===== src/rtl/instr_encoder_loader.sv =====
// -----------------------------------------------------------------------------
// instr_encoder_loader
//
// Writer-side companion of the instruction decode path. It takes RV32I
// instruction requests (op kind, register indices, signed immediate) one at a
// time, encodes each into a 32-bit instruction word and writes the words to
// consecutive instruction-memory byte addresses, starting from a programmable
// base. Only the subset the control unit decodes is supported:
// ADDI SLTI ORI ANDI LW SW BEQ BNE BLT BGE BLTU BGEU JAL JALR.
//
// Build option:
//   ENCODER_RANGE_CHECK_EN  when defined, immediates outside the field range
//                           (or odd B/J offsets) are rejected: a NOP is written
//                           and err is set. When undefined, immediates are
//                           silently truncated to the field width.
//
// Ports:
//   clk, rst        clock, synchronous active-high reset
//   start           begin a session (only looked at in IDLE)
//   base_addr       first byte address of the session, bits [1:0] ignored
//   op_valid/ready  request handshake
//   op_kind         0 ADDI,1 SLTI,2 ORI,3 ANDI,4 LW,5 SW,6 BEQ,7 BNE,8 BLT,
//                   9 BGE,10 BLTU,11 BGEU,12 JAL,13 JALR, 14-15 illegal
//   rd, rs1, rs2    register indices
//   imm             signed immediate / byte offset
//   last            marks the final request of the session
//   mem_we/addr/wdata  instruction-memory write port
//   busy            session active (ACCEPT, WRITE, DONE)
//   done            one-cycle end-of-session pulse
//   err             sticky error, cleared by the next start
//   count           words written in the current session
//   dbg_state       current FSM state (0 IDLE, 1 ACCEPT, 2 WRITE, 3 DONE)
//
// Handshake: a request transfers on a rising edge where op_valid and op_ready
// are both 1. op_ready is 1 only in ACCEPT and never depends on op_valid; the
// requester must hold the request fields stable while op_valid is 1 and
// op_ready is 0. op_valid seen outside ACCEPT is never consumed.
// -----------------------------------------------------------------------------
module instr_encoder_loader #(
    parameter int DATA_WIDTH = 32,
    parameter int ADDR_WIDTH = 8
) (
    input  logic                  clk,
    input  logic                  rst,
    input  logic                  start,
    input  logic [ADDR_WIDTH-1:0] base_addr,
    input  logic                  op_valid,
    output logic                  op_ready,
    input  logic [3:0]            op_kind,
    input  logic [4:0]            rd,
    input  logic [4:0]            rs1,
    input  logic [4:0]            rs2,
    input  logic [31:0]           imm,
    input  logic                  last,
    output logic                  mem_we,
    output logic [ADDR_WIDTH-1:0] mem_addr,
    output logic [DATA_WIDTH-1:0] mem_wdata,
    output logic                  busy,
    output logic                  done,
    output logic                  err,
    output logic [ADDR_WIDTH-1:0] count,
    output logic [1:0]            dbg_state
);

    typedef enum logic [1:0] {
        IDLE   = 2'd0,
        ACCEPT = 2'd1,
        WRITE  = 2'd2,
        DONE   = 2'd3
    } state_t;

    typedef enum logic [1:0] {
        FMT_I = 2'd0,
        FMT_S = 2'd1,
        FMT_B = 2'd2,
        FMT_J = 2'd3
    } fmt_t;

    localparam logic [31:0] NOP        = 32'h0000_0013;
    localparam logic [6:0]  OPC_OPIMM  = 7'b0010011;
    localparam logic [6:0]  OPC_LOAD   = 7'b0000011;
    localparam logic [6:0]  OPC_STORE  = 7'b0100011;
    localparam logic [6:0]  OPC_BRANCH = 7'b1100011;
    localparam logic [6:0]  OPC_JAL    = 7'b1101111;
    localparam logic [6:0]  OPC_JALR   = 7'b1100111;

    state_t                state;
    state_t                state_nx;
    logic [ADDR_WIDTH-1:0] addr_q;
    logic [ADDR_WIDTH-1:0] count_q;
    logic [DATA_WIDTH-1:0] word_q;
    logic                  last_q;
    logic                  err_q;

    logic                  accept;
    logic                  top_word;

    // ------------------------------------------------------------------
    // Encoder (combinational, feeds only the word register)
    // ------------------------------------------------------------------
    fmt_t        fmt;
    logic [2:0]  f3;
    logic [6:0]  opc;
    logic        kind_bad;
    logic        imm_bad;
    logic [31:0] raw_word;
    logic [31:0] enc_word;
    logic        enc_bad;

    always_comb begin
        fmt      = FMT_I;
        f3       = 3'b000;
        opc      = OPC_OPIMM;
        kind_bad = 1'b0;
        case (op_kind)
            4'd0:  f3 = 3'b000;
            4'd1:  f3 = 3'b010;
            4'd2:  f3 = 3'b110;
            4'd3:  f3 = 3'b111;
            4'd4:  begin opc = OPC_LOAD;  f3 = 3'b010; end
            4'd5:  begin opc = OPC_STORE; f3 = 3'b010; fmt = FMT_S; end
            4'd6:  begin opc = OPC_BRANCH; f3 = 3'b000; fmt = FMT_B; end
            4'd7:  begin opc = OPC_BRANCH; f3 = 3'b001; fmt = FMT_B; end
            4'd8:  begin opc = OPC_BRANCH; f3 = 3'b100; fmt = FMT_B; end
            4'd9:  begin opc = OPC_BRANCH; f3 = 3'b101; fmt = FMT_B; end
            4'd10: begin opc = OPC_BRANCH; f3 = 3'b110; fmt = FMT_B; end
            4'd11: begin opc = OPC_BRANCH; f3 = 3'b111; fmt = FMT_B; end
            4'd12: begin opc = OPC_JAL;  fmt = FMT_J; end
            4'd13: begin opc = OPC_JALR; f3 = 3'b000; end
            default: kind_bad = 1'b1;
        endcase
    end

`ifdef ENCODER_RANGE_CHECK_EN
    // A value fits a signed N-bit field when every bit from N-1 upwards
    // equals the sign, i.e. that slice is all zeros or all ones.
    always_comb begin
        imm_bad = 1'b0;
        case (fmt)
            FMT_I, FMT_S: imm_bad = !((&imm[31:11]) || ~(|imm[31:11]));
            FMT_B:        imm_bad = !((&imm[31:12]) || ~(|imm[31:12])) || imm[0];
            default:      imm_bad = !((&imm[31:20]) || ~(|imm[31:20])) || imm[0];
        endcase
    end

    logic unused_bits;
    assign unused_bits = ^base_addr[1:0];
`else
    assign imm_bad = 1'b0;

    // Without range checking the upper immediate bits are simply dropped.
    logic unused_bits;
    assign unused_bits = ^{base_addr[1:0], imm[31:21]};
`endif

    always_comb begin
        raw_word = '0;
        case (fmt)
            FMT_I:   raw_word = {imm[11:0], rs1, f3, rd, opc};
            FMT_S:   raw_word = {imm[11:5], rs2, rs1, f3, imm[4:0], opc};
            FMT_B:   raw_word = {imm[12], imm[10:5], rs2, rs1, f3, imm[4:1], imm[11], opc};
            default: raw_word = {imm[20], imm[10:1], imm[11], imm[19:12], rd, opc};
        endcase
        enc_bad  = kind_bad | imm_bad;
        enc_word = enc_bad ? NOP : raw_word;
    end

    // ------------------------------------------------------------------
    // FSM: state register
    // ------------------------------------------------------------------
    always_ff @(posedge clk) begin
        if (rst) begin
            state <= IDLE;
        end else begin
            state <= state_nx;
        end
    end

    assign accept   = (state == ACCEPT) && op_valid;
    // The word being written sits at the highest word address.
    assign top_word = &addr_q[ADDR_WIDTH-1:2];

    // ------------------------------------------------------------------
    // FSM: next state
    // ------------------------------------------------------------------
    always_comb begin
        state_nx = state;
        case (state)
            IDLE:    if (start) state_nx = ACCEPT;
            ACCEPT:  if (op_valid) state_nx = WRITE;
            WRITE:   state_nx = (last_q || top_word) ? DONE : ACCEPT;
            default: state_nx = IDLE;
        endcase
    end

    // ------------------------------------------------------------------
    // FSM: outputs (decoded from the state register only)
    // ------------------------------------------------------------------
    always_comb begin
        op_ready  = 1'b0;
        mem_we    = 1'b0;
        busy      = 1'b0;
        done      = 1'b0;
        dbg_state = state;
        case (state)
            ACCEPT:  begin op_ready = 1'b1; busy = 1'b1; end
            WRITE:   begin mem_we   = 1'b1; busy = 1'b1; end
            DONE:    begin done     = 1'b1; busy = 1'b1; end
            default: ;
        endcase
    end

    // ------------------------------------------------------------------
    // Datapath registers
    // ------------------------------------------------------------------
    always_ff @(posedge clk) begin
        if (rst) begin
            addr_q  <= '0;
            count_q <= '0;
            word_q  <= '0;
            last_q  <= 1'b0;
            err_q   <= 1'b0;
        end else begin
            case (state)
                IDLE: begin
                    if (start) begin
                        addr_q  <= {base_addr[ADDR_WIDTH-1:2], 2'b00};
                        count_q <= '0;
                        err_q   <= 1'b0;
                    end
                end
                ACCEPT: begin
                    if (accept) begin
                        word_q <= DATA_WIDTH'(enc_word);
                        last_q <= last;
                        if (enc_bad) err_q <= 1'b1;
                    end
                end
                WRITE: begin
                    addr_q  <= addr_q + ADDR_WIDTH'(4);
                    count_q <= count_q + ADDR_WIDTH'(1);
                    // Running out of memory before the requester said last.
                    if (top_word && !last_q) err_q <= 1'b1;
                end
                default: ;
            endcase
        end
    end

    assign mem_addr  = addr_q;
    assign mem_wdata = word_q;
    assign count     = count_q;
    assign err       = err_q;

endmodule


===== config.mk =====
export PLATFORM = sky130hd
export DESIGN_NAME = instr_encoder_loader
export DESIGN_NICKNAME = d
export VERILOG_FILES = /design/src/rtl/instr_encoder_loader.sv
export SDC_FILE = /design/constraint.sdc
export NUM_CORES = 1
export LEC_CHECK = 0
export ABC_AREA = 1
export CAP_MARGIN = 20
export CELL_PAD_IN_SITES_DETAIL_PLACEMENT = 0
export CELL_PAD_IN_SITES_GLOBAL_PLACEMENT = 1
export CORE_MARGIN = 10
export CORE_UTILIZATION = 30
export CTS_CLUSTER_DIAMETER = 100
export CTS_CLUSTER_SIZE = 16
export DETAILED_ROUTE_END_ITERATION = 8
export PLACE_DENSITY_LB_ADDON = 0.1
export SLEW_MARGIN = 5
export SYNTH_ARGS = -nofsm -noshare
export SYNTH_HDL_FRONTEND = slang
export SYNTH_SLANG_ARGS = --single-unit

===== constraint.sdc =====
create_clock -name clk -period 3 [get_ports clk]
set_input_delay 0.45 -clock clk [delete_from_list [all_inputs] [get_ports clk]]
set_output_delay 0.45 -clock clk [all_outputs]
set_load 0.02 [all_outputs]

== After elaboration in Yosys (flattened, before gate mapping) ==
Index checks and enable logic that the tools add are counted.
W data, S select, Z words.
Word-level totals
  bits of input ports: 64
  output and inout port bits: 55
  bits in registers: 52
  logic and storage cells: 73
Cells by class
  mux-type cells: 22
  $add $sub $neg: 2
  reduce and logical (&&, ||, !) cells: 20
  equal/unequal tests: 23
Operators with widths (count)
  $pmux W32 S3: 1
  $pmux W7 S5: 1
  $mux W32: 1
  $pmux W8 S2: 2
  $eq A4 B4 Y1 const B: 6
  $pmux W3 S6: 1
  $eq A4 B3 Y1 const B: 4
  $mux W8: 2
  $reduce_or A14 Y1: 1
  $pmux W2 S3: 2
  $ne A2 B2 Y1 const B: 5
  $add A8 B1 Y8 const B: 1
  $add A8 B3 Y8 const B: 1
  $eq A4 B2 Y1 const B: 2
  $mux W1: 8
  $eq A2 B2 Y1 const B: 3
  $mux W2: 3
  $reduce_and A2 Y1: 3
  $reduce_and A6 Y1: 1
  $reduce_or A3 Y1: 2
  $reduce_or A6 Y1: 1
  $reduce_and A5 Y1: 1
  $eq A2 B1 Y1 const B: 2
  $eq A4 B1 Y1 const B: 1
  other kinds (9): 12

== Logic depth before layout (Yosys ltp) ==
Gate-level depths: netlist of the first run.
  word-level depth: 6
  depth in mapped cells: 10
  gate-level depth less buffers: 10

== Least setup slack after synthesis of the first run ==
Ideal clock, no wire load.
  path type: register -> register
  start point: register state[0], in the netlist dbg_state[0]
  end point: register count_q[2], in the netlist count[2]
  required time: 2876 ps
  cell stages (with the launch flop): 9
  path buffers: 2
  arrival: 1775 ps
  period minus slack after synthesis: 1899 ps
  path slack: 1101 ps
  library setup time: 124 ps
  cells stage by stage: dfxtp_1 inv_1 ha_1 buf_4 o21ai_4 inv_4 buf_4 a21oi_1 nor3_1
Between the ends
  word-level cells in the longest chain between the ends: 3
  elaborated cells between the ends (all ways): 6
  those cells by class: 2 x eq/ne; 1 x mux; 3 x reduce/logical
RTL lines
  from (decl): line 87  | state_t state;
  from (signal assigned): line 175  | state <= state_nx;
  $eq A2 B2 Y1 / $logic_not A2 Y1 (equally long branches): line 224  | case (state)
  $reduce_bool A2 Y1 (no source line) / $ne A2 B2 Y1 (equally long branches)
  $reduce_and A2 Y1 (no source line)
  to (signal assigned): line 241  | count_q <= count_q + ADDR_WIDTH'(1);
  to (decl): line 90  | logic [ADDR_WIDTH-1:0] count_q;
Parallel ways exist; a longest one is shown, timed or not.
A chain may end at the register's enable or synchronous reset.

== Final worst setup path of the first run ==
  start point: register state[0], in the netlist dbg_state[0]
  end point: output port mem_we
Between the ends
  word-level cells in the longest chain between the ends: 2
RTL lines
  $eq A2 B2 Y1: line 205  | case (state)
  $mux W1: line 205
  to (decl): line 55  | output logic mem_we,
No other way between the ends.

==> results.md, run 1 <==
* Hold_ws at 0.4677 ns
* DRT antenna net count at 0
* Clock slew at reported path FFs at 0.09 ns
* Fin area at between 0.003 and 0.004 mm2
* Min Tclk post-route at about 2.4 ns
* Root Buffer: clkbuf_8
* Top FF cell, synth: dfxtp_1
* Post-cts repair resize count at 0
* Top sig layer: met4
* Worst path arrival time at 2.00 ns
* Part of the power in the clock network at 16.2%
* Post-Syn Area at approximately 0.0026 mm2
* Status: completed
* Core area at 0.008341 mm2
* GRT Residual Overflow at 0
* Area growth, synth to finish at 43.96%
* Met1 Wirelength at 3.428 mm
* Slew Limit Fails at 0
* Initial antenna violation count at 0
* Seq cells post-synth at 49
* Wirelength, routed at approximately 8 mm
* Fraction of layout cells with a size suffix above 1 at around 8.0%
* Max incr delay on CP at 0.70 ns
* Dpl hpwl at 6.013 mm
* Die ar. at 0.01280 mm2
* Met2 Routed Length at 3.799 mm
* Vias per inst at 4.501
* CTS Buf Count at 5
* RSZ-0062 raised after global routing: no
* Port bufs at 103
* Sequential area share after synthesis at a little under two fifths
* Worst EP required at 2.55 ns
* Async SR Flop Fraction at 0%
* Slowest stage cell on the critical path: clkdlybuf4s50_1
* Critical path launch point type: register
* Vert. Die Dim at 113.1 um
* CTS tree: yes
* NetSw at 1004 uW
* Post-synthesis cell count at 376
* Final nets at 544
* Post-CTS Hold Buffers at 0
* Hold Violations, Final at 0
* Max IR drop VDD at 0.1896 mV
* Initial cell density of the core at between 30% and 40%
* Final core occ at around 45%
* Vias in the first global route at between 2k and 3k
* Drc violations at 0
* Sw frac at around two fifths
* Fin crit share at between 80% and 90%
* Kind of end point of the critical path: output port
* Yosys cell types at 36
* Crit path cell chain: inv_1, ha_1, clkdlybuf4s50_1
* Clock Latency Late Sink at 0.30 ns
* Antenna Cells at 0
* Combinational share of power at approximately 48%
* Max Freq at 408.7 MHz
* MaxCap Viol Count at 0
* Seq pwr share at 36.0%
* Die Wd at 113.1 um
* Fin Clk Skew at 0.008360 ns
* Routability Congestion at 0.7731
* Internal at 1408 uW
* Clk buf depth at 2
* Metal3 WL at 647 um
* TritonRoute pass-1 iters at 4
* Post-synth EDFFs at 0
* Cell area after placement at 0.003662 mm2
* Row Count at 33
* Pleak at 0.001507 uW
* Mean Syn Cell Area at 6.918 um2
* Setup bufs post-CTS at 0
* Pin count of the biggest net entering global routing at 29
* Worst setup path class: reg2out
* Total track usage at 11.88%
* Sink Count at 49
* Crit path max fanout at 11
* Vias post-DR at ~2.6k
* Min-delay worst type: reg2reg
* Pwr per Cell Area at 643.9 mW/mm2
* Yosys warns at 0
* Final setup viols at 0
* Total Negative Setup Slacks at 0 ns
* DR iter-0 viols at 77
* Io pins at 119
* WL/cell at 13.65 um
* First-pass GRT wire length at between 10 and 15 mm
* Htree depth at 2
final cells by class:
class / instances / area (um2)
fill: 882 / 4596
multi-input combinational: 266 / 1329
tap: 105 / 131.4
clock inverter: 2 / 10.01
inverter: 46 / 180.2
clock buffer: 6 / 72.57
timing repair buffer: 105 / 1041
sequential: 49 / 980.9
state kept, by name, indices dropped and copies added, names as in the netlist:
register / cells
dbg_state: 2
mem_addr: 6
count: 8
mem_wdata: 31
err: 1
last_q: 1
cells in the mapped netlist (2+ instances only):
library cell	instances	area, um2
a21oi_1	37	185.2
a21oi_2	6	52.55
a31oi_1	3	18.77
buf_2	4	20.02
buf_4	5	37.54
buf_6	2	22.52
clkbuf_1	4	15.01
dfxtp_1	49	980.9
ha_1	7	87.58
inv_1	39	146.4
inv_2	4	15.01
nand2_1	107	401.6
nand2_2	6	37.54
nand2_4	2	22.52
nand3_1	29	145.1
nand3_2	2	20.02
nand4_1	6	37.54
nor2_1	30	112.6
o211ai_1	2	15.01
o21ai_0	10	50.05
o21ai_1	7	35.03
routing by layer:
layer,track usage (%),vias up
met5,0,-
met4,1.777,0
met3,4.807,2
met2,20.89,65
met1,13.39,1153
li1,-,1386
power groups by stage:
| stage | clock [uW] | sequential, uW | combinational [uW] |
|---|---|---|---|
| after floorplan | 0 | 998 | 608 |
| after global placement | 0 | 879 | 1180 |
| after detailed placement | 0 | 884 | 1170 |
| after CTS | 410 | 869 | 1180 |
| after global routing | 442 | 889 | 1280 |
| final | 390 | 867 | 1150 |
cell usage in the layout (no fill, tap or decap), types with 2 or more instances in the layout:
cell type,n
nand2_4,2
a31oi_1,3
clkdlybuf4s50_1,102
a21oi_1,37
clkbuf_8,5
clkinv_2,2
nand2_1,107
o21ai_1,7
nand2_2,6
dfxtp_1,49
buf_4,2
conb_1,2
o21ai_0,10
o211ai_1,2
nand4_1,6
ha_1,7
inv_2,4
nand3_2,2
nor2_1,30
a21oi_2,6
inv_1,39
nand3_1,29
path summary, 6_finish.rpt:
| check | from | to | slack, ns | cells past startpoint |
|---|---|---|---|---|
| max | dbg_state[0] | mem_we | 0.55 | 3 |
| min | mem_wdata[29] | mem_wdata[29] | 0.47 | 2 |
| max reg2reg | dbg_state[0] | count[2] | 0.99 | 7 |
| min reg2reg | mem_wdata[29] | mem_wdata[29] | 0.47 | 2 |
worst max-delay path: cells and delay by family, from the launching register on:
| family | cells | cell delay [ns] |
|---|---|---|
| DFF | 1 | 0.38 |
| buffers and inverters | 2 | 0.84 |
| adders and majority gates | 1 | 0.48 |
cell families after synthesis:
logic type | synth area share, %
and+or+nand+nor | 31.65
AOI/OAI and AO/OA | 15.44
buffers and inverters | 11.35
DFF | 37.71
adders and majority gates | 3.367
xor gates and xnor gates | 0.3368
other | 0.1442
metrics by stage:
step                      total power (uW)  setup WS (ns)  std cells
after floorplan                       1607          1.101        377
after global placement                2056         0.8447        571
after detailed placement              2057         0.8513        571
after CTS                             2458         0.5001        579
after global routing                  2614         0.4222        579
final                                 2411         0.5535        579
(Power assumes the default switching activity.)
==> run 2, diff against run 1 <==
--- a/config.mk
+++ b/config.mk
@@ -10,7 +10,7 @@
 export CELL_PAD_IN_SITES_DETAIL_PLACEMENT = 0
 export CELL_PAD_IN_SITES_GLOBAL_PLACEMENT = 1
 export CORE_MARGIN = 10
-export CORE_UTILIZATION = 30
+export CORE_UTILIZATION = 28
 export CTS_CLUSTER_DIAMETER = 100
 export CTS_CLUSTER_SIZE = 16
 export DETAILED_ROUTE_END_ITERATION = 8
==> constraint.sdc (replaced) <==
create_clock -name clk -period 2.4 [get_ports clk]
set_input_delay 0.36 -clock clk [delete_from_list [all_inputs] [get_ports clk]]
set_output_delay 0.36 -clock clk [all_outputs]
set_load 0.02 [all_outputs]
==> run 2 against run 1 <==
Net effect: via count is 1.6% higher; setup slack lost 0.26 ns; hold slack worse by 0.079 ns; final area increased by 1.8%; utilization fell by 3.2 points; first-iteration DRC count rose by 94%; sequential share of layout area is 0.46 points lower; combinational power up 29%; die area up 5.9%; critical path depth unchanged; largest power group unchanged; highest routed layer unchanged.
==> results.md, run 2 (synthesis gave the netlist of run 1 again) <==
* Antenna Cells at 0
* Post-cts repair resize count at 0
* Vert. Die Dim at 116.4 um
* Htree depth at 2
* # placed instances at 580
* Hold_ws at 0.3883 ns
* Final setup viols at 0
* TritonRoute pass-1 iters at 4
* Pleak at 0.001533 uW
* Worst EP required at 2.04 ns
* Clock Latency Late Sink at 0.31 ns
* Max reg flops at 31
* Final nets at 547
* Total track usage at 12.24%
* Routability Congestion at 0.7422
* Fin area at roughly 0.0038 mm2
* Max Freq at around 480 MHz
* GRT Residual Overflow at 0
* Wirelength, routed at around 8.1 mm
* Pwr per Cell Area at 841.6 mW/mm2
* DRT antenna net count at 0
* Fraction of layout cells with a size suffix above 1 at 8.805%
* RSZ-0062 raised after global routing: no
* Cell count of the worst hold path at 4
* Area growth, synth to finish at 46.56%
* Initial antenna violation count at 0
* Min-delay worst type: in2reg
* Critical path launch point type: register
* CTS tree: yes
* CTS Buf Count at 5
* Dpl hpwl at ~6.1 mm
* Worst setup path class: reg2out
* Most common cell after layout, fill and taps aside: nand2_1
* # fillers at roughly 970
* Pin count of the biggest net entering global routing at 37
* Root Buffer: clkbuf_8
* Min Tclk post-route at between 2 and 2.5 ns
* Die ar. at about 0.014 mm2
* Fin Clk Skew at about 0.014 ns
* Clock slew at reported path FFs at 0.10 ns
* Port bufs at 103
* Cell area after placement at 0.003692 mm2
* Slew Limit Fails at 0
* Max IR drop VDD at 0.2774 mV
* Drc violations at 0
* Post-route insts no fill at 588
* MaxCap Viol Count at 0
* Sink Count at 49
* Initial cell density of the core at 28.42%
* Vias post-DR at 2,648
* DR iter-0 viols at 149
* Status: completed
* Row Count at 35
* Commonest non-fill, non-tap cells in the layout: 107 x nand2_1, 102 x clkdlybuf4s50_1, 49 x dfxtp_1, 39 x inv_1, 37 x a21oi_1
* Hold Violations, Final at 0
* Core area at 0.009153 mm2
* Total Negative Setup Slacks at 0 ns
* Kind of end point of the critical path: output port
* Io pins at 119
* Crit path max fanout at 5
* Worst path arrival time at around 1.7 ns
* Post-CTS Hold Buffers at 0
* Die Wd at 116.4 um
* Vias per inst at 4.503
* Worst Reg-to-Reg Cells at 10
* WL/cell at 13.85 um
* Setup bufs post-CTS at 0
* Vias in the first global route at 2,680
* Fin crit share at 87.68%
* First-pass GRT wire length at roughly 13 mm
* Clk buf depth at 2
-- run 2: layout make-up --
| cell class | instances | area [um2] | share of cell area, % |
|---|---|---|---|
| multi-input cells | 266 | 1329 | 34.85 |
| repair buffers | 108 | 1064 | 27.90 |
| flip-flops and latches | 49 | 980.9 | 25.73 |
| inverters | 46 | 180.2 | 4.726 |
| well taps | 111 | 138.9 | 3.643 |
| clock buffers | 6 | 82.58 | 2.166 |
| clock inverters | 2 | 37.54 | 0.9846 |
-- run 2: power by group --
group          leakage (uW)  internal, uW  switching (uW)
clock network     0.0000574           340             307
logic               0.00108           629             850
registers          0.000399           954             129
total               0.00153          1920            1290
-- run 2: critical path, stage by stage (launching register included) --
cell	delay, ns
dfxtp_1	0.36
inv_1	0.12
ha_1	0.30
clkdlybuf4s50_1	0.66
-- run 2: final timing paths --
path                      start             to  slack, ns
hold / removal              rst    mem_addr[4]       0.39
setup / recovery   dbg_state[1]       op_ready       0.30
setup reg to reg   dbg_state[0]       count[5]       0.62
hold reg to reg   mem_wdata[22]  mem_wdata[22]       0.47
-- run 2: per-layer routing --
metal	GRT usage (%)	routed length, um
met4	3.253	74
met1	13.60	3379
met5	0	0
met2	20.93	3891
met3	5.239	796
-- run 2: metrics by stage --
step	setup WS, ns	power [uW]	utilization, %
global placement	0.4074	2607	40.34
CTS	0.2569	3270	41.65
floorplan	0.5008	2008	-
detailed placement	0.4068	2607	40.34
global route	0.1783	3452	41.65
finish	0.2957	3208	41.65
==> run 3, diff against run 2 <==
--- a/config.mk
+++ b/config.mk
@@ -7,14 +7,12 @@
 export LEC_CHECK = 0
 export ABC_AREA = 1
 export CAP_MARGIN = 20
-export CELL_PAD_IN_SITES_DETAIL_PLACEMENT = 0
-export CELL_PAD_IN_SITES_GLOBAL_PLACEMENT = 1
 export CORE_MARGIN = 10
-export CORE_UTILIZATION = 28
+export CORE_UTILIZATION = 42
 export CTS_CLUSTER_DIAMETER = 100
 export CTS_CLUSTER_SIZE = 16
 export DETAILED_ROUTE_END_ITERATION = 8
-export PLACE_DENSITY_LB_ADDON = 0.1
+export PLACE_DENSITY = 0.81
 export SLEW_MARGIN = 5
 export SYNTH_ARGS = -nofsm -noshare
 export SYNTH_HDL_FRONTEND = slang
==> run 3 against run 2 <==
Net effect: final area decreased by 1.9%; clock-buffer cell count unchanged; clock skew decreased by 0.0064 ns; global-route usage is 2.6 points higher; sequential cell count did not move; power shrank 5.6%; critical path depth is the same; sequential power barely moved; combinational power barely moved; critical endpoint is now mem_we; largest cell class unchanged; largest power group unchanged.
==> results.md, run 3 (synthesis gave the netlist of run 1 again) <==
* Kind of end point of the critical path: output port
* Critical path launch point type: register
* Core area at 0.005956 mm2
* Area growth, synth to finish at 43.77%
* Crit path max fanout at 6
* Row Count at 28
* DR iter-0 viols at ~110
* Total Negative Setup Slacks at 0 ns
* Port bufs at 103
* Worst setup path class: reg2out
* Vias post-DR at 2,702
* Max reg flops at 31
* Fraction of layout cells with a size suffix above 1 at under 10%
* Htree depth at 2
* Clk buf depth at 2
* Root Buffer: clkbuf_8
* Total track usage at between 10 and 15%
* Pleak at 0.001513 uW
* CTS tree: yes
* Worst EP required at 2.04 ns
* Final setup viols at 0
* Antenna Cells at 0
* Die ar. at 0.009742 mm2
* TritonRoute pass-1 iters at 5
* Status: completed
* First-pass GRT wire length at ~12 mm
* Pin count of the biggest net entering global routing at 26
* Max IR drop VDD at 0.6122 mV
* Clock slew at reported path FFs at 0.09 ns
* Initial antenna violation count at 0
* Clock Latency Late Sink at 0.30 ns
* Max Freq at 461.2 MHz
* WL/cell at 13.43 um
* Sink Count at 49
* Wirelength, routed at 7.413 mm
* Most common cell after layout, fill and taps aside: nand2_1
* Die Wd at 98.70 um
* Final nets at 547
* Routability Congestion at 0.8060
* Setup bufs post-CTS at 0
* Initial cell density of the core at ~44%
* Fin Clk Skew at about 0.0080 ns
* Io pins at about 120
* Min-delay worst type: reg2reg
* Dpl hpwl at about 6 mm
* Vias per inst at 4.895
* Vias in the first global route at 2,646
* Post-route insts no fill at 552
* Pwr per Cell Area at approximately 800 mW/mm2
* # placed instances at around 540
* Min Tclk post-route at 2.168 ns
* GRT Residual Overflow at 0
* RSZ-0062 raised after global routing: no
* Hold Violations, Final at 0
* MaxCap Viol Count at 0
* Vert. Die Dim at between 90 and 100 um
* Post-cts repair resize count at 0
* DRT antenna net count at 0
* Commonest non-fill, non-tap cells in the layout: 107 x nand2_1, 103 x clkdlybuf4s50_1, 49 x dfxtp_1, 39 x inv_1, 37 x a21oi_1
* CTS Buf Count at 5
* Worst path arrival time at 1.81 ns
* Slew Limit Fails at 0
* Post-CTS Hold Buffers at 0
* Drc violations at 0
* Fin crit share at about nine tenths
run 3: cell types whose count changed in the layout (fill, tap and decap cells not counted), sizes merged:
cell	delta
buf	-1
bufinv	-1
clkdlybuf4s50	+1
clkinvlp	+1
run 3: worst max-delay path, stage by stage (launching register included):
cell	delay (ns)
dfxtp_1	0.37
inv_1	0.14
ha_1	0.33
clkdlybuf4s50_1	0.67
run 3: final timing paths:
check | startpoint | endpoint | slack [ns] | cells after the start
hold reg to reg | mem_wdata[21] | mem_wdata[21] | 0.47 | 2
setup / recovery | dbg_state[0] | mem_we | 0.23 | 3
hold / removal | mem_wdata[21] | mem_wdata[21] | 0.47 | 2
setup reg to reg | dbg_state[0] | count[2] | 0.57 | 7
run 3: where the power goes:
group | leakage (uW) | internal, uW | total, uW | switching (uW)
Sequential | 0.000399 | 955 | 1090 | 131
Clock | 0.0000374 | 206 | 492 | 286
Combinational | 0.00108 | 615 | 1450 | 837
run 3: per-layer routing:
layer  routed length [um]  GRT usage [%]  up-vias
met5                    0              0        -
met4                   31          2.977        0
met3                  876          8.520        4
met2                 3411          24.46       95
met1                 3094          16.44     1201
li1                     -              -     1402
run 3: through the flow:
stage	setup WS [ns]	instance area [um2]	util [%]	total power (uW)	hold WS [ns]
finish	0.2318	3740	62.79	3030	0.4671
global route	0.1398	3740	62.79	3256	0.4922
CTS	0.2131	3740	62.79	3062	0.4693
detailed placement	0.4347	3652	61.32	2562	0.4550
global placement	0.4914	3652	61.32	2534	0.4507
floorplan	0.5008	2605	-	2008	0.4436
run 3: cell type report:
| type | instances | area [um2] |
|---|---|---|
| timing repair buffer | 108 | 1069 |
| fill | 553 | 2216 |
| clock inverter | 2 | 15.01 |
| tap | 75 | 93.84 |
| inverter | 46 | 180.2 |
| clock buffer | 6 | 72.57 |
| multi-input combinational | 266 | 1329 |
| sequential | 49 | 980.9 |
